==> src/rtl/seq_tx_1110_if.sv <==
// Request and serial-stream signals of the 1110 pattern transmitter.
// master: the side that issues requests; slave: the transmitter itself.
interface seq_tx_1110_if #(
    parameter int PAT_W = 4,
    parameter int CNT_W = 4,
    parameter int GAP_W = 3
);
    logic             start;
    logic             use_ext;
    logic [PAT_W-1:0] pat_in;
    logic [CNT_W-1:0] reps;
    logic [GAP_W-1:0] gap;
    logic             x_out;
    logic             x_vld;
    logic             busy;
    logic             done;
    logic [CNT_W-1:0] sent_cnt;

    modport master (
        output start, use_ext, pat_in, reps, gap,
        input  x_out, x_vld, busy, done, sent_cnt
    );

    modport slave (
        input  start, use_ext, pat_in, reps, gap,
        output x_out, x_vld, busy, done, sent_cnt
    );
endinterface

==> src/rtl/seq_tx_1110.sv <==
// Serial pattern transmitter: sends a PAT_W-bit pattern MSB-first, reps times, gap idle bits apart.
// Optional SEQ_TX_PARITY_EN appends an even-parity bit to every copy.
//
// state | meaning
// IDLE  | waiting for start; outputs quiet
// SEND  | shifting pattern bits out, one per clk
// PAR   | parity bit after the LSB (SEQ_TX_PARITY_EN only)
// GAP   | idle 0 bits between copies, timed by a down-counter
// DONE  | single-cycle done pulse, then IDLE
module seq_tx_1110 #(
    parameter int               PAT_W   = 4,
    parameter logic [PAT_W-1:0] PATTERN = 4'b1110,
    parameter int               CNT_W   = 4,
    parameter int               GAP_W   = 3
) (
    input logic         clk,
    input logic         rst,
    seq_tx_1110_if.slave tx
);
    localparam int BIT_W = (PAT_W > 1) ? $clog2(PAT_W) : 1;
    localparam logic [BIT_W-1:0] LAST_BIT = BIT_W'(PAT_W - 1);

    localparam logic [2:0] IDLE = 3'd0;
    localparam logic [2:0] SEND = 3'd1;
    localparam logic [2:0] GAP  = 3'd2;
    localparam logic [2:0] DONE = 3'd3;
`ifdef SEQ_TX_PARITY_EN
    localparam logic [2:0] PAR  = 3'd4;
`endif

    logic [2:0]       state_q, state_n;
    logic [PAT_W-1:0] pat_q, pat_n;
    logic [PAT_W-1:0] sh_q, sh_n;
    logic [CNT_W-1:0] reps_q, reps_n;
    logic [GAP_W-1:0] gap_q, gap_n;
    logic [GAP_W-1:0] gcnt_q, gcnt_n;
    logic [BIT_W-1:0] bit_q, bit_n;
    logic [CNT_W-1:0] sent_q, sent_n;
    logic             x_out_q, x_out_n;
    logic             x_vld_q, x_vld_n;
    logic             busy_q, busy_n;
    logic             done_q, done_n;
    logic             copy_end;
    logic [CNT_W-1:0] sent_inc;
    logic [PAT_W-1:0] pat_sel;

    assign sent_inc = sent_q + CNT_W'(1);
    assign pat_sel  = tx.use_ext ? tx.pat_in : PATTERN;

    always_comb begin
        state_n  = state_q;
        pat_n    = pat_q;
        sh_n     = sh_q;
        reps_n   = reps_q;
        gap_n    = gap_q;
        gcnt_n   = gcnt_q;
        bit_n    = bit_q;
        sent_n   = sent_q;
        x_out_n  = 1'b0;
        x_vld_n  = 1'b0;
        busy_n   = busy_q;
        done_n   = 1'b0;
        copy_end = 1'b0;

        case (state_q)
            IDLE: begin
                busy_n = 1'b0;
                if (tx.start) begin
                    pat_n  = pat_sel;
                    reps_n = tx.reps;
                    gap_n  = tx.gap;
                    sent_n = '0;
                    busy_n = 1'b1;
                    if (tx.reps != '0) begin
                        state_n = SEND;
                        sh_n    = pat_sel;
                        bit_n   = LAST_BIT;
                        x_out_n = pat_sel[PAT_W-1];
                        x_vld_n = 1'b1;
                    end else begin
                        state_n = DONE;
                        done_n  = 1'b1;
                    end
                end
            end
            SEND: begin
                if (bit_q != '0) begin
                    sh_n    = sh_q << 1;
                    bit_n   = bit_q - BIT_W'(1);
                    x_out_n = sh_q[PAT_W-2];
                    x_vld_n = 1'b1;
                end else begin
`ifdef SEQ_TX_PARITY_EN
                    state_n = PAR;
                    x_out_n = ^pat_q;
                    x_vld_n = 1'b1;
`else
                    copy_end = 1'b1;
`endif
                end
            end
`ifdef SEQ_TX_PARITY_EN
            PAR: copy_end = 1'b1;
`endif
            GAP: begin
                if (gcnt_q == '0) begin
                    state_n = SEND;
                    sh_n    = pat_q;
                    bit_n   = LAST_BIT;
                    x_out_n = pat_q[PAT_W-1];
                    x_vld_n = 1'b1;
                end else begin
                    gcnt_n = gcnt_q - GAP_W'(1);
                end
            end
            DONE: begin
                state_n = IDLE;
                busy_n  = 1'b0;
            end
            default: begin
                state_n = IDLE;
                busy_n  = 1'b0;
            end
        endcase

        // Copy boundary: finish, restart back-to-back, or time out the gap.
        if (copy_end) begin
            sent_n = sent_inc;
            if (sent_inc == reps_q) begin
                state_n = DONE;
                done_n  = 1'b1;
            end else if (gap_q == '0) begin
                state_n = SEND;
                sh_n    = pat_q;
                bit_n   = LAST_BIT;
                x_out_n = pat_q[PAT_W-1];
                x_vld_n = 1'b1;
            end else begin
                state_n = GAP;
                gcnt_n  = gap_q - GAP_W'(1);
            end
        end
    end

    always_ff @(posedge clk or posedge rst) begin
        if (rst) begin
            state_q <= IDLE;
            pat_q   <= '0;
            sh_q    <= '0;
            reps_q  <= '0;
            gap_q   <= '0;
            gcnt_q  <= '0;
            bit_q   <= '0;
            sent_q  <= '0;
            x_out_q <= 1'b0;
            x_vld_q <= 1'b0;
            busy_q  <= 1'b0;
            done_q  <= 1'b0;
        end else begin
            state_q <= state_n;
            pat_q   <= pat_n;
            sh_q    <= sh_n;
            reps_q  <= reps_n;
            gap_q   <= gap_n;
            gcnt_q  <= gcnt_n;
            bit_q   <= bit_n;
            sent_q  <= sent_n;
            x_out_q <= x_out_n;
            x_vld_q <= x_vld_n;
            busy_q  <= busy_n;
            done_q  <= done_n;
        end
    end

    assign tx.x_out    = x_out_q;
    assign tx.x_vld    = x_vld_q;
    assign tx.busy     = busy_q;
    assign tx.done     = done_q;
    assign tx.sent_cnt = sent_q;
endmodule
==> src/flat_wrapper.sv <==
// flat-port wrapper written by rule: the top's interface ports become plain ports
module seq_tx_1110_flat 
#(
    parameter int               PAT_W   = 4,
    parameter logic [PAT_W-1:0] PATTERN = 4'b1110,
    parameter int               CNT_W   = 4,
    parameter int               GAP_W   = 3
)
  (clk, rst, tx_start, tx_use_ext, tx_pat_in, tx_reps, tx_gap, tx_x_out, tx_x_vld, tx_busy, tx_done, tx_sent_cnt);
  seq_tx_1110_if #(.PAT_W(PAT_W), .CNT_W(CNT_W), .GAP_W(GAP_W)) tx_i ();
  input logic clk;
  input logic rst;
  input wire logic [$bits(tx_i.start)-1:0] tx_start;
  input wire logic [$bits(tx_i.use_ext)-1:0] tx_use_ext;
  input wire logic [$bits(tx_i.pat_in)-1:0] tx_pat_in;
  input wire logic [$bits(tx_i.reps)-1:0] tx_reps;
  input wire logic [$bits(tx_i.gap)-1:0] tx_gap;
  output wire logic [$bits(tx_i.x_out)-1:0] tx_x_out;
  output wire logic [$bits(tx_i.x_vld)-1:0] tx_x_vld;
  output wire logic [$bits(tx_i.busy)-1:0] tx_busy;
  output wire logic [$bits(tx_i.done)-1:0] tx_done;
  output wire logic [$bits(tx_i.sent_cnt)-1:0] tx_sent_cnt;
  assign tx_i.start = tx_start;
  assign tx_i.use_ext = tx_use_ext;
  assign tx_i.pat_in = tx_pat_in;
  assign tx_i.reps = tx_reps;
  assign tx_i.gap = tx_gap;
  assign tx_x_out = tx_i.x_out;
  assign tx_x_vld = tx_i.x_vld;
  assign tx_busy = tx_i.busy;
  assign tx_done = tx_i.done;
  assign tx_sent_cnt = tx_i.sent_cnt;
  seq_tx_1110 #(.PAT_W(PAT_W), .PATTERN(PATTERN), .CNT_W(CNT_W), .GAP_W(GAP_W)) u_core (.clk(clk), .rst(rst), .tx(tx_i));
endmodule
==> config.mk <==
export PLATFORM = sky130hd
export DESIGN_NAME = seq_tx_1110_flat
export DESIGN_NICKNAME = d
export VERILOG_FILES = /design/src/rtl/seq_tx_1110_if.sv /design/src/rtl/seq_tx_1110.sv /design/src/flat_wrapper.sv
export SDC_FILE = /design/constraint.sdc
export NUM_CORES = 1
export LEC_CHECK = 0
export ABC_AREA = 1
export BUFFER_PORTS_ARGS = -buffer_cell sky130_fd_sc_hd__buf_2
export CAP_MARGIN = 20
export CORE_UTILIZATION = 50
export CTS_CLUSTER_SIZE = 28
export DETAILED_ROUTE_END_ITERATION = 8
export PLACE_DENSITY = 0.71
export SYNTH_ARGS = -nofsm -noshare
export SYNTH_HDL_FRONTEND = slang
export SYNTH_SLANG_ARGS = --single-unit
==> constraint.sdc <==
create_clock -name clk -period 5.1 [get_ports clk]
set_clock_uncertainty 0.15 [all_clocks]
set_input_delay 0 -clock clk [delete_from_list [all_inputs] [get_ports clk]]
set_output_delay 0 -clock clk [all_outputs]
set_load 0.01 [all_outputs]
# Yosys cells after proc, flatten, opt, wreduce, memory -nomap -nowiden
# Cells that the tools add are included.
dict set report op_classes {
  shifts 0
  n_mux 57
  eq_ne 6
  order_cmp 0
  add_sub_neg 4
  n_mul 0
  bitwise_logic 0
  n_reduce_logical 11
  n_div 0
}
# operator n
set ops {}
lappend ops {{4-bit 2-to-1 mux} 11}
lappend ops {{3-bit 2-to-1 mux} 9}
lappend ops {{1-bit 2-to-1 mux} 22}
lappend ops {{2-bit 2-to-1 mux} 9}
lappend ops {{4-bit one-hot mux with 3 select lines} 1}
lappend ops {{3-bit zero test} 3}
lappend ops {{3-bit one-hot mux with 3 select lines} 1}
lappend ops {{1-bit one-hot mux with 3 select lines} 2}
lappend ops {{2-bit one-hot mux with 3 select lines} 1}
lappend ops {{2-bit nonzero test} 3}
lappend ops {{3-bit by 1-bit subtractor with 3-bit output (second input constant)} 2}
lappend ops {{4-bit by 1-bit adder with 4-bit output (second input constant)} 1}
lappend ops {{4-bit == test} 1}
lappend ops {{2-bit AND reduction} 2}
lappend ops {{4-bit nonzero test} 1}
lappend ops {{3-bit by 1-bit == test with 1-bit output (second input constant)} 1}
lappend ops {{3-bit by 2-bit == test with 1-bit output (second input constant)} 1}
lappend ops {{3-bit by 1-bit != test with 1-bit output (second input constant)} 1}
lappend ops {{3-bit by 2-bit != test with 1-bit output (second input constant)} 1}
lappend ops {{3-bit AND reduction} 1}
lappend ops {{2-bit by 1-bit != test with 1-bit output (second input constant)} 1}
lappend ops {{1-bit one-hot mux with 2 select lines} 1}
lappend ops {{2-bit OR reduction} 1}
lappend ops {{2-bit by 1-bit subtractor with 2-bit output (second input constant)} 1}
dict set report word_totals {
  reg_bits 31
  rom_bits 0
  input_bits 15
  latchBits 0
  mem_bits_rw 0
  n_memories 0
}

# Longest topological paths before layout
dict set report depth {
  word_depth 7
  depth_mapped 12
}

# Least setup slack after synthesis
# Ideal clock, no wire load.
dict set report synth_timing {
  path_type {flip-flop to flip-flop}
  from {register u_core.sent_q[0], in the netlist u_core.tx.sent_cnt[0]}
  to {register u_core.gcnt_q[2]}
  path_stages_with_launch 12
  arrival_time_ns 1.453
  synth_period_minus_slack_ns 1.720
  path_slack_ns 3.380
  required_ns 4.833
  path_buffers 0
  path_cell_list {dfrtp_1 > ha_1 > inv_1 > nand2_1 > nand2_1 > nand2_1 > nor2_2 > nand2_4 > nand2_1 > nand2_1 > o21ai_1 > inv_1}
}
dict set report synth_via {
  elab_chain_cells 4
}
# element line_no
set synth_lines {}
lappend synth_lines {{start: declaration} seq_tx_1110.sv:38} ;# logic [CNT_W-1:0] sent_q, sent_n;
lappend synth_lines {{start signal: assignment} seq_tx_1110.sv:167} ;# sent_q <= sent_n;
lappend synth_lines {{4-bit by 1-bit adder with 4-bit output} seq_tx_1110.sv:47} ;# assign sent_inc = sent_q + CNT_W'(1);
lappend synth_lines {{4-bit == test} seq_tx_1110.sv:129} ;# if (sent_inc == reps_q) begin
lappend synth_lines {{3-bit 2-to-1 mux} seq_tx_1110.sv:129}
lappend synth_lines {{3-bit 2-to-1 mux} seq_tx_1110.sv:127} ;# if (copy_end) begin
lappend synth_lines {{net u_core.gcnt_n[2]} seq_tx_1110.sv:36} ;# logic [GAP_W-1:0] gcnt_q, gcnt_n;
lappend synth_lines {{end signal: assignment} seq_tx_1110.sv:165} ;# gcnt_q <= gcnt_n;
lappend synth_lines {{end: declaration} seq_tx_1110.sv:36}
# The timed path passes the listed nets, and every way through them passes these cells.
# A chain may end at the register's enable or synchronous reset.

# Worst setup path after layout
dict set report layout_timing {
  from {register u_core.state_q[0]}
  to {register u_core.pat_q[3]}
}
dict set report layout_via {
  elab_chain_cells 2
}
# element line_no
set layout_lines {}
lappend layout_lines {{start: declaration} seq_tx_1110.sv:31} ;# logic [2:0] state_q, state_n;
lappend layout_lines {{start signal: assignment} seq_tx_1110.sv:160} ;# state_q <= state_n;
lappend layout_lines {{3-bit zero test} seq_tx_1110.sv:65} ;# case (state_q)
lappend layout_lines {{2-bit AND reduction (no source line)} -}
lappend layout_lines {{end signal: assignment} seq_tx_1110.sv:161} ;# pat_q <= pat_n;
lappend layout_lines {{end: declaration} seq_tx_1110.sv:32} ;# logic [PAT_W-1:0] pat_q, pat_n;
# No other way between the ends.

==> metrics <==
first-pass GRT wire length=6444 um; CP Class=flip-flop to flip-flop; Simple-Gate Fraction of Synth Area=0.2931; biggest cell delay along the critical path=0.58 ns; root buf cell=clkbuf_4; Psw=512.9 uW; worst setup margin=2.911 ns; Unique masters post-synth=23; Reg power frac=0.353; hold crit path type=primary input to flip-flop; Pwr per Cell Area=536.5 nW/um^2; die area=3705 sq um; pin count of the biggest net entering global routing=30; Crit-path slowest cell=dlygate4sd3_1; Final Slew Violations=0; mux cell area share after synthesis=0.006498; number of H-tree levels=2; Routed Antenna Nets=0; status=complete, no violations; Rel. slew slack=0.5618; Post-DP HPWL=2639 um; share of cells above drive strength 1=0.1286; vias per cell=4.890; compound-cell area share of the yosys netlist=0.1018; via count=1594; Worst EP arrival=2.29 ns; drt drc=0; sequential area share after synthesis=0.4188; Final setup violation count=0; Sw Ratio=0.4534; adder-cell share of the synthesized area=0.06498; CTS clk-pin slew, worst paths=0.09 ns; Die Height=60.87 um; Peak VDD IR=0.0002756 V; routed wire length=3805 um; GPL Wtd Cong=0.8570; area growth from synthesis to layout=21.66%; fillcell total=311; fin crit period=2.189 ns; slew at the pin closest to its max-slew limit=0.6548 ns; Final #Nets=304; initial antenna violation count=0; CTS Buf Count=5; Initial Util=0.5193; Syn Nets=261; post-route setup TNS=0 ns; Port Buf Inserts=22; Worst EP required=5.20 ns; Ys Warns=0; Max Cap Violations=0; count of clock tree sinks=29; crit start category=flip-flop; # IOs=23; total congestion overflow=0; Final Core Density=0.6318; DR pass1 iterations=4; core box area=3337 sq um; Mean Syn Cell Area=7.312 sq um; Total Routing Usage GR=0.2443; fmax=0.4569 GHz; clock power share=0.126; cell area after synthesis=1733 sq um; Fin Hold WS=0.02399 ns; DRT iter0 DRCs=125; Max FO, Critical Path=9; synthesis-stage register bit count=29; largest family of logic cells by synthesized area=simple AND/OR/NAND/NOR gates; Comb power frac=0.521; post-synthesis cell count=237; CP endpoint kind=flip-flop; Max clock buf depth=2; n_diodes=0; setup bufs post-CTS=0; pre-CTS WS=3.031 ns; xor and xnor area share after synthesis=0.01516; CP cell instances=inv_1 -> ha_1 -> nand2_1 -> a21oi_1 -> dlygate4sd3_1 -> o21bai_1; final cycle utilization of the critical path=0.4292; routed len/inst=11.67 um; Worst-Skew Late Latency=0.33 ns; number of global-route vias before repair=1486; Die Wd=60.87 um; final hold violations=0; internal power=618.2 uW; CTS tree=yes; RSZ-0062 raised after global routing=false; number of placement rows=21; leakage=0.001135 uW
synthesized netlist by cell type (all sizes together):
cell	n	area share
nand2	75	0.17
o21ai	20	0.058
a21oi	7	0.020
dfrtp	29	0.42
o21bai	2	0.0087
a22oi	1	0.0043
nand3	17	0.059
inv	42	0.091
a31oi	1	0.0036
nand4	8	0.029
o22ai	2	0.0072
xnor2	1	0.0051
nor2	17	0.038
ha	9	0.065
mux2	1	0.0065
xor2	2	0.010
buf	3	0.0087
layout make-up:
type                       count  area [sq um]  share of cell area
tap                           46         57.56             0.02730
inverter                      42         157.7             0.07478
clock buffer                   7         55.05             0.02611
sequential                    29         725.7              0.3442
timing repair buffer          39         277.8              0.1318
multi-input combinational    163         834.6              0.3958
registers in the layout, indices dropped and copies added (netlist names), 2 cells and up:
name / count
u_core.pat_q: 4
u_core.sh_q: 3
u_core.gap_q: 3
u_core.tx.sent_cnt: 4
u_core.reps_q: 4
u_core.state_q: 2
u_core.gcnt_q: 3
u_core.bit_q: 2
power groups by stage:
stage                     clock network (uW)  registers (uW)  logic, uW
after floorplan                            0             399        447
after global placement                     0             402        567
after detailed placement                   0             403        573
after CTS                                148             399        589
after global routing                     154             413        695
final                                    143             399        589
stage by stage:
stage               total power [uW]  instance area [sq um]  instances
floorplan                      846.0                   1733        237
global placement               968.9                   1893        303
detailed placement             976.9                   1893        303
CTS                             1135                   2108        326
global route                    1262                   2108        326
finish                          1131                   2108        326
layer usage:
layer,up-vias,wire length (um),GRT usage
li1,836,-,-
met1,711,1782,0.2945
met2,39,1753,0.4113
met3,8,174,0.06183
met4,0,95,0.1104
met5,-,0,0
cells by family after synthesis:
family                     count (synthesis)
xor gates and xnor gates                   3
AOI/OAI and AO/OA                         33
buffers and inverters                     45
DFF                                       29
adders and majority gates                  9
muxes                                      1
and+or+nand+nor                          117
final timing paths:
check | depth (start not counted) | startpoint | end | slack (ns)
max | 6 | u_core.state_q[0]$_DFFE_PP0P_ | u_core.pat_q[3]$_DFFE_PP0P_ | 2.91
min | 4 | tx_start | u_core.gap_q[2]$_DFFE_PP0P_ | 0.02
max reg2reg | 6 | u_core.state_q[0]$_DFFE_PP0P_ | u_core.pat_q[3]$_DFFE_PP0P_ | 2.91
min reg2reg | 1 | u_core.gap_q[0]$_DFFE_PP0P_ | u_core.gcnt_q[0]$_DFF_PP0_ | 0.31
max in group asynchronous | 4 | rst | u_core.sh_q[2]$_DFF_PP0_ | 4.39
min in group asynchronous | 4 | rst | u_core.tx.sent_cnt[0]$_DFFE_PP0P_ | 0.13
critical path: cells and delay by family (launching register included):
kind | cells | cell delay (ns)
buffers and inverters | 2 | 0.70
flip-flops | 1 | 0.41
AO/OA/AOI/OAI | 2 | 0.35
AND/OR/NAND/NOR | 1 | 0.26
adder cells (fa/ha/maj) | 1 | 0.25
what timing repair did:
item                                   4_1_cts  5_1_grt
resized for setup                            0        0
hold buffers                                16        0
endpoints found under the hold margin       42        0
cells in the final DEF, fill, tap and decap left out:
cell,synthesis,final
a21oi_1,7,7
a22oi_1,1,1
a31oi_1,1,1
buf_2,3,22
buf_4,0,1
clkbuf_1,0,1
clkbuf_4,0,5
clkbuf_8,0,1
dfrtp_1,29,29
dlygate4sd3_1,0,16
ha_1,9,9
inv_1,40,40
inv_2,2,2
mux2_2,1,1
nand2_1,74,74
nand2_4,1,1
nand3_1,15,15
nand3_2,1,1
nand3_4,1,1
nand4_1,8,8
nor2_1,16,16
nor2_2,1,1
o21ai_0,14,14
o21ai_1,6,6
o21bai_1,2,2
o22ai_1,2,2
xnor2_1,1,1
xor2_1,2,2
Power figures use the tool's default switching activity.
